===== src/rtl/seq_adder_pkg.sv =====
// Shared types and defaults for the time-multiplexed sequential adder.
// The optional overflow output is controlled by the SEQ_ADDER_OVF_EN macro.
package seq_adder_pkg;

  localparam int WIDTH_DEF = 64;
  localparam int SLICE_DEF = 16;

  typedef enum logic [1:0] {
    ST_IDLE = 2'd0,
    ST_RUN  = 2'd1,
    ST_DONE = 2'd2
  } state_e;

  function automatic int nslice(input int width, input int slice);
    return width / slice;
  endfunction

endpackage


===== src/rtl/seq_adder64_ctrl_adder_slice.sv =====
// Combinational SLICE-bit adder shared by all slice positions of the sequencer.
// With SEQ_ADDER_OVF_EN defined it also exports the carry into its MSB.
module adder_slice #(
  parameter int SLICE = 16
) (
  input  logic [SLICE-1:0] a_i,
  input  logic [SLICE-1:0] b_i,
  input  logic             ci_i,
  output logic [SLICE-1:0] s_o,
  output logic             co_o
`ifdef SEQ_ADDER_OVF_EN
  ,
  output logic             cmsb_o
`endif
);

  // The low bits are summed one bit wider so the carry into the MSB falls out
  // directly; the MSB is then completed as a full adder.
  logic [SLICE-1:0] low_sum;
  logic             carry_msb;

  always_comb begin
    low_sum   = {1'b0, a_i[SLICE-2:0]} + {1'b0, b_i[SLICE-2:0]} + {{(SLICE-1){1'b0}}, ci_i};
    carry_msb = low_sum[SLICE-1];
    s_o       = {a_i[SLICE-1] ^ b_i[SLICE-1] ^ carry_msb, low_sum[SLICE-2:0]};
    co_o      = (a_i[SLICE-1] & b_i[SLICE-1]) |
                (a_i[SLICE-1] & carry_msb) |
                (b_i[SLICE-1] & carry_msb);
  end

`ifdef SEQ_ADDER_OVF_EN
  assign cmsb_o = carry_msb;
`endif

endmodule


===== src/rtl/seq_adder64_ctrl.sv =====
// Sequential WIDTH-bit adder: one SLICE-bit adder reused over NSLICE cycles,
// valid/ready on both sides. SEQ_ADDER_OVF_EN adds the signed overflow output Ov.
//
// Handshake: a transfer happens on a rising edge where valid && ready are both
// high; ready/valid are registered state decodes and never depend on the
// partner's signal in the same cycle, and a valid result is held until taken.
module seq_adder64_ctrl
  import seq_adder_pkg::*;
#(
  parameter int WIDTH = WIDTH_DEF,
  parameter int SLICE = SLICE_DEF
) (
  input  logic             clk,
  input  logic             rst,
  input  logic             in_valid,
  output logic             in_ready,
  input  logic             Ci,
  input  logic [WIDTH-1:0] A,
  input  logic [WIDTH-1:0] B,
  output logic             out_valid,
  input  logic             out_ready,
  output logic [WIDTH-1:0] S,
  output logic             Co,
`ifdef SEQ_ADDER_OVF_EN
  output logic             Ov,
`endif
  output logic             busy,
  output logic [1:0]       dbg_state_o
);

  localparam int NSLICE = nslice(WIDTH, SLICE);
  localparam int IDXW   = (NSLICE > 1) ? $clog2(NSLICE) : 1;
  localparam logic [IDXW-1:0] IDX_LAST = IDXW'(NSLICE - 1);

  state_e           state_q;
  logic [IDXW-1:0]  idx_q;
  logic             carry_q;
  logic [WIDTH-1:0] a_q;
  logic [WIDTH-1:0] b_q;
  logic [WIDTH-1:0] s_q;
  logic             co_q;
  logic             in_ready_q;
  logic             out_valid_q;
  logic             busy_q;

  logic [SLICE-1:0] slice_a;
  logic [SLICE-1:0] slice_b;
  logic [SLICE-1:0] sum_d;
  logic             carry_d;

  assign slice_a = a_q[int'(idx_q)*SLICE +: SLICE];
  assign slice_b = b_q[int'(idx_q)*SLICE +: SLICE];

`ifdef SEQ_ADDER_OVF_EN
  logic ov_q;
  logic cmsb_d;

  adder_slice #(.SLICE(SLICE)) u_slice (
    .a_i    (slice_a),
    .b_i    (slice_b),
    .ci_i   (carry_q),
    .s_o    (sum_d),
    .co_o   (carry_d),
    .cmsb_o (cmsb_d)
  );
`else
  adder_slice #(.SLICE(SLICE)) u_slice (
    .a_i  (slice_a),
    .b_i  (slice_b),
    .ci_i (carry_q),
    .s_o  (sum_d),
    .co_o (carry_d)
  );
`endif

  always_ff @(posedge clk or posedge rst) begin
    if (rst) begin
      state_q     <= ST_IDLE;
      idx_q       <= '0;
      carry_q     <= 1'b0;
      a_q         <= '0;
      b_q         <= '0;
      s_q         <= '0;
      co_q        <= 1'b0;
      in_ready_q  <= 1'b1;
      out_valid_q <= 1'b0;
      busy_q      <= 1'b0;
`ifdef SEQ_ADDER_OVF_EN
      ov_q        <= 1'b0;
`endif
    end else begin
      case (state_q)
        ST_IDLE: begin
          if (in_valid) begin
            a_q        <= A;
            b_q        <= B;
            carry_q    <= Ci;
            idx_q      <= '0;
            state_q    <= ST_RUN;
            in_ready_q <= 1'b0;
            busy_q     <= 1'b1;
          end
        end
        ST_RUN: begin
          s_q[int'(idx_q)*SLICE +: SLICE] <= sum_d;
          carry_q <= carry_d;
          if (idx_q == IDX_LAST) begin
            co_q        <= carry_d;
`ifdef SEQ_ADDER_OVF_EN
            ov_q        <= cmsb_d ^ carry_d;
`endif
            idx_q       <= '0;
            state_q     <= ST_DONE;
            out_valid_q <= 1'b1;
          end else begin
            idx_q <= idx_q + 1'b1;
          end
        end
        ST_DONE: begin
          // Result is held here indefinitely; a new operand waits for IDLE.
          if (out_ready) begin
            state_q     <= ST_IDLE;
            out_valid_q <= 1'b0;
            in_ready_q  <= 1'b1;
            busy_q      <= 1'b0;
          end
        end
        default: begin
          state_q     <= ST_IDLE;
          idx_q       <= '0;
          out_valid_q <= 1'b0;
          in_ready_q  <= 1'b1;
          busy_q      <= 1'b0;
        end
      endcase
    end
  end

  assign in_ready    = in_ready_q;
  assign out_valid   = out_valid_q;
  assign busy        = busy_q;
  assign S           = s_q;
  assign Co          = co_q;
  assign dbg_state_o = state_q;
`ifdef SEQ_ADDER_OVF_EN
  assign Ov          = ov_q;
`endif

endmodule


===== config.mk =====
export PLATFORM = sky130hd
export DESIGN_NAME = seq_adder64_ctrl
export DESIGN_NICKNAME = d
export VERILOG_FILES = /design/src/rtl/seq_adder_pkg.sv /design/src/rtl/seq_adder64_ctrl_adder_slice.sv /design/src/rtl/seq_adder64_ctrl.sv
export SDC_FILE = /design/constraint.sdc
export NUM_CORES = 1
export LEC_CHECK = 0
export BUFFER_PORTS_ARGS = -buffer_cell sky130_fd_sc_hd__buf_2
export CAP_MARGIN = 10
export CELL_PAD_IN_SITES_DETAIL_PLACEMENT = 1
export CELL_PAD_IN_SITES_GLOBAL_PLACEMENT = 1
export CORE_ASPECT_RATIO = 1.2
export CORE_UTILIZATION = 38
export CTS_BUF_LIST = sky130_fd_sc_hd__clkbuf_16
export CTS_CLUSTER_SIZE = 8
export DETAILED_ROUTE_END_ITERATION = 8
export PLACE_DENSITY_LB_ADDON = 0.15
export SYNTH_ARGS = -nofsm -noshare
export SYNTH_HDL_FRONTEND = slang
export SYNTH_SLANG_ARGS = --single-unit

===== constraint.sdc =====
create_clock -name clk -period 10.3 [get_ports clk]
set_input_delay 1.03 -clock clk [delete_from_list [all_inputs] [get_ports clk]]
set_output_delay 1.03 -clock clk [all_outputs]
set_load 0.005 [all_outputs]

==> out/metrics.yaml <==
floorplan:
  fp.dieArea_um2: 24900
  die_y_um: 173
  ios: 203
  rows: 62
  die_x_um: 144
  coreArea_um2: 23900
  initial_core_util: 0.386
finish:
  multi_input_area_um2: 3990
  drive_gt1_frac: 0.474
  nFillCells: 2535
  syn2layout_area_growth_pct: 22.6
  seq_area_um2: 5030
  final_common_cell: "buf_2"
  nets: 1025
  layout.cells.most_common_list: "202 x buf_2, 198 x dfrtp_1, 130 x mux2_2"
power:
  p_leak_uw: 0.00527
  pwr-share-comb: 0.529
  cellInternalPower_uw: 2740
  power_density_nw_per_um2: 420
  switching_power_uw: 2020
  irDropWorstVdd_mv: 0.199
  p_sw_frac: 0.424
  pwr-share-seq: 0.296
  p_clk_frac: 0.174
sta:
  holdWs_ns: 0.476
  rsz0062_at_grt: "no"
  fmax_ghz: 0.222
  clock_skew_ns: 0.0188
  post-route-period-util: 0.438
  setup_violations: 0
  setup_tns_ns: 0
  tightest_slew_ns: 1.14
  hold_viol_final: 0
  slew_headroom: 0.240
  min_period_ns: 4.51
  drv_slew: 0
status:
  status: "completed"
critical_path:
  worstPathRequired_ns: 10.72
  startpoint_type: "register"
  r2r_end: "S[31]"
  crit_path_start: "idx_q[0]"
  cp_num_cells: 11
  critPathMaxFanout: 39
  slowest_stage: "mux4_2"
  setup.worst_path.end: "S[31]"
  r2r_start: "idx_q[0]"
  crit_chain: "buf_4 > mux4_2 > fa_1 > a21oi_1 > nor2b_1 > a311o_1 > a31oi_4 > o21ai_0 > o31a_1 > fa_1 > a22o_1"
  crit_family: "compound AO/OA/AOI/OAI gates"
  cpPeakStageDelay_ns: 0.63
  path_buf_inv: 1
  ff2ff_setup_slack_ns: 5.79
  crit_path_frequent_cell: "fa_1"
  ff2ff_path_depth: 11
  endpoint_kind: "register"
  cp.arrival_ns: 4.93
  path_class: "register to register"
clock_network:
  clk_latency_ns: 0.54
  cts_buffer_depth: 3
  htree_levels: 1
  cts_sinks: 201
  cts-buffers-inserted: 29
  cts-resized-gates: 0
  post_cts_buffers: 0
  path_clk_slew_ns: 0.06
  ctsRootBufferMaster: "clkbuf_16"
  cts_hold_buf: 0
  cts_tree: "done"
synthesis:
  synth_ff_type: "dfrtp_1"
  synth_area_um2: 9230
  synth_edf_count: 0
  synthesis.instances: 669
  synth_seq_cells: 201
  syn-num-nets: 825
  yosysTopAreaCellShare: 0.542
  yosysSeqAreaShare: 0.545
  synthArstFlopShare: 1.00
  ys_types: 54
  synth.avg_cell_area_um2: 13.8
  yosys.area.top_type: "dfrtp_1"
  synthTopCellsByArea: "dfrtp_1 54%, mux2_2 16%, mux4_2 7.8%"
  ys_warn_count: 0
drt:
  drc: 0
  wl_per_cell_um: 20.9
  wl_um: 25100
  first_pass_iters: 4
  drt-initial-drc-count: 313
  vias: 6445
  via_per_inst: 5.36
  ant_nets: 0
global_routing:
  overflow: 0
  antenna_found_initial: 3
  grt_pass1_wl_um: 40400
  grtUsageTotal: 0.210
  grt_max_degree: 118
  grt_pass1_vias: 7212
place:
  place.gp.congestion: 0.816
  place_hpwl_um: 18100
  port_buffers: 202
job:
  cap_violations: 0
worst_hold_path:
  hold_class: "register to register"
==> worst reg2reg max path, delay by kind of cell (launching register included) <==
family / cells / cell delay [ns]
AOI/OAI and AO/OA: 6 / 1.78
adders and majority gates: 2 / 0.96
buffers and inverters: 1 / 0.60
DFF: 1 / 0.34
muxes: 1 / 0.64
and+or+nand+nor: 1 / 0.08
==> state kept, by name, summed over array words and instances, names as in the netlist, 2 cells and up <==
name,flops
dbg_state_o,2
a_q,64
S,64
b_q,64
idx_q,2
==> stage by stage <==
stage	setup WS [ns]	area [um^2]	utilization	power, uW	cells
finish	5.79	11300	0.474	4750	1203
global route	5.52	11300	0.474	5110	1202
detailed placement	5.76	10500	0.440	3950	1158
CTS	5.74	11300	0.474	4810	1202
floorplan	3.79	9230	-	3170	669
global placement	5.92	10500	0.440	3830	1158
==> how the worst min path moves through the flow <==
stage / start / cells past startpoint / slack (ns) / endpoint
after floorplan: S[12] / 2 / 0.47 / S[12]
after global placement: S[30] / 2 / 0.46 / S[30]
after detailed placement: S[50] / 2 / 0.47 / S[50]
after CTS: S[50] / 2 / 0.48 / S[50]
after global routing: S[50] / 2 / 0.51 / S[50]
final: S[50] / 2 / 0.48 / S[50]
==> metal layers <==
metal,share of wire,GRT usage,vias up,wire length (um)
li1,-,-,2889,-
met1,0.43,0.274,3308,10700
met2,0.49,0.350,187,12300
met3,0.048,0.0363,59,1210
met4,0.030,0.0702,2,762
met5,0.00068,0,-,17
==> final cells by class <==
class / instances / share of cell area
clock inverter: 15 / 0.00586
inverter: 9 / 0.00365
clock buffer: 29 / 0.0641
multi-input combinational: 420 / 0.353
antenna: 1 / 0.000221
timing repair buffer: 208 / 0.0933
sequential: 201 / 0.445
tap: 320 / 0.0354
==> power groups by stage <==
| stage | registers [uW] | clock network [uW] | logic [uW] |
|---|---|---|---|
| after floorplan | 1310 | 0 | 1850 |
| after global placement | 1400 | 0 | 2430 |
| after detailed placement | 1420 | 0 | 2530 |
| after CTS | 1420 | 851 | 2540 |
| after global routing | 1460 | 881 | 2770 |
| final | 1410 | 828 | 2520 |
==> cells in the mapped netlist (2+ instances only) <==
cell type	count
a2111oi_2	3
xor2_1	2
a22o_1	40
buf_2	23
mux4_2	32
nor3_1	8
fa_1	3
ha_1	20
nor2_1	24
nand4_1	8
a31oi_1	2
dfrtp_1	200
mux2i_1	2
nor2b_1	5
o21a_1	3
a22oi_1	3
a221oi_1	4
nand2_1	35
a21o_1	2
or3_1	5
nand3b_1	2
nand2b_1	4
inv_1	9
xnor2_1	6
a211oi_1	2
nand3_1	11
mux2_2	130
clkbuf_1	14
o21ai_1	9
a21oi_1	17
o21ai_0	17
nor2b_2	2
==> logic make-up after synthesis <==
group / share of synthesized area
adders and majority gates: 0.0336
xor gates and xnor gates: 0.00759
and+or+nand+nor: 0.0562
buffers and inverters: 0.0236
AOI/OAI and AO/OA: 0.0951
DFF: 0.545
muxes: 0.239
Power figures use the tool's default switching activity.
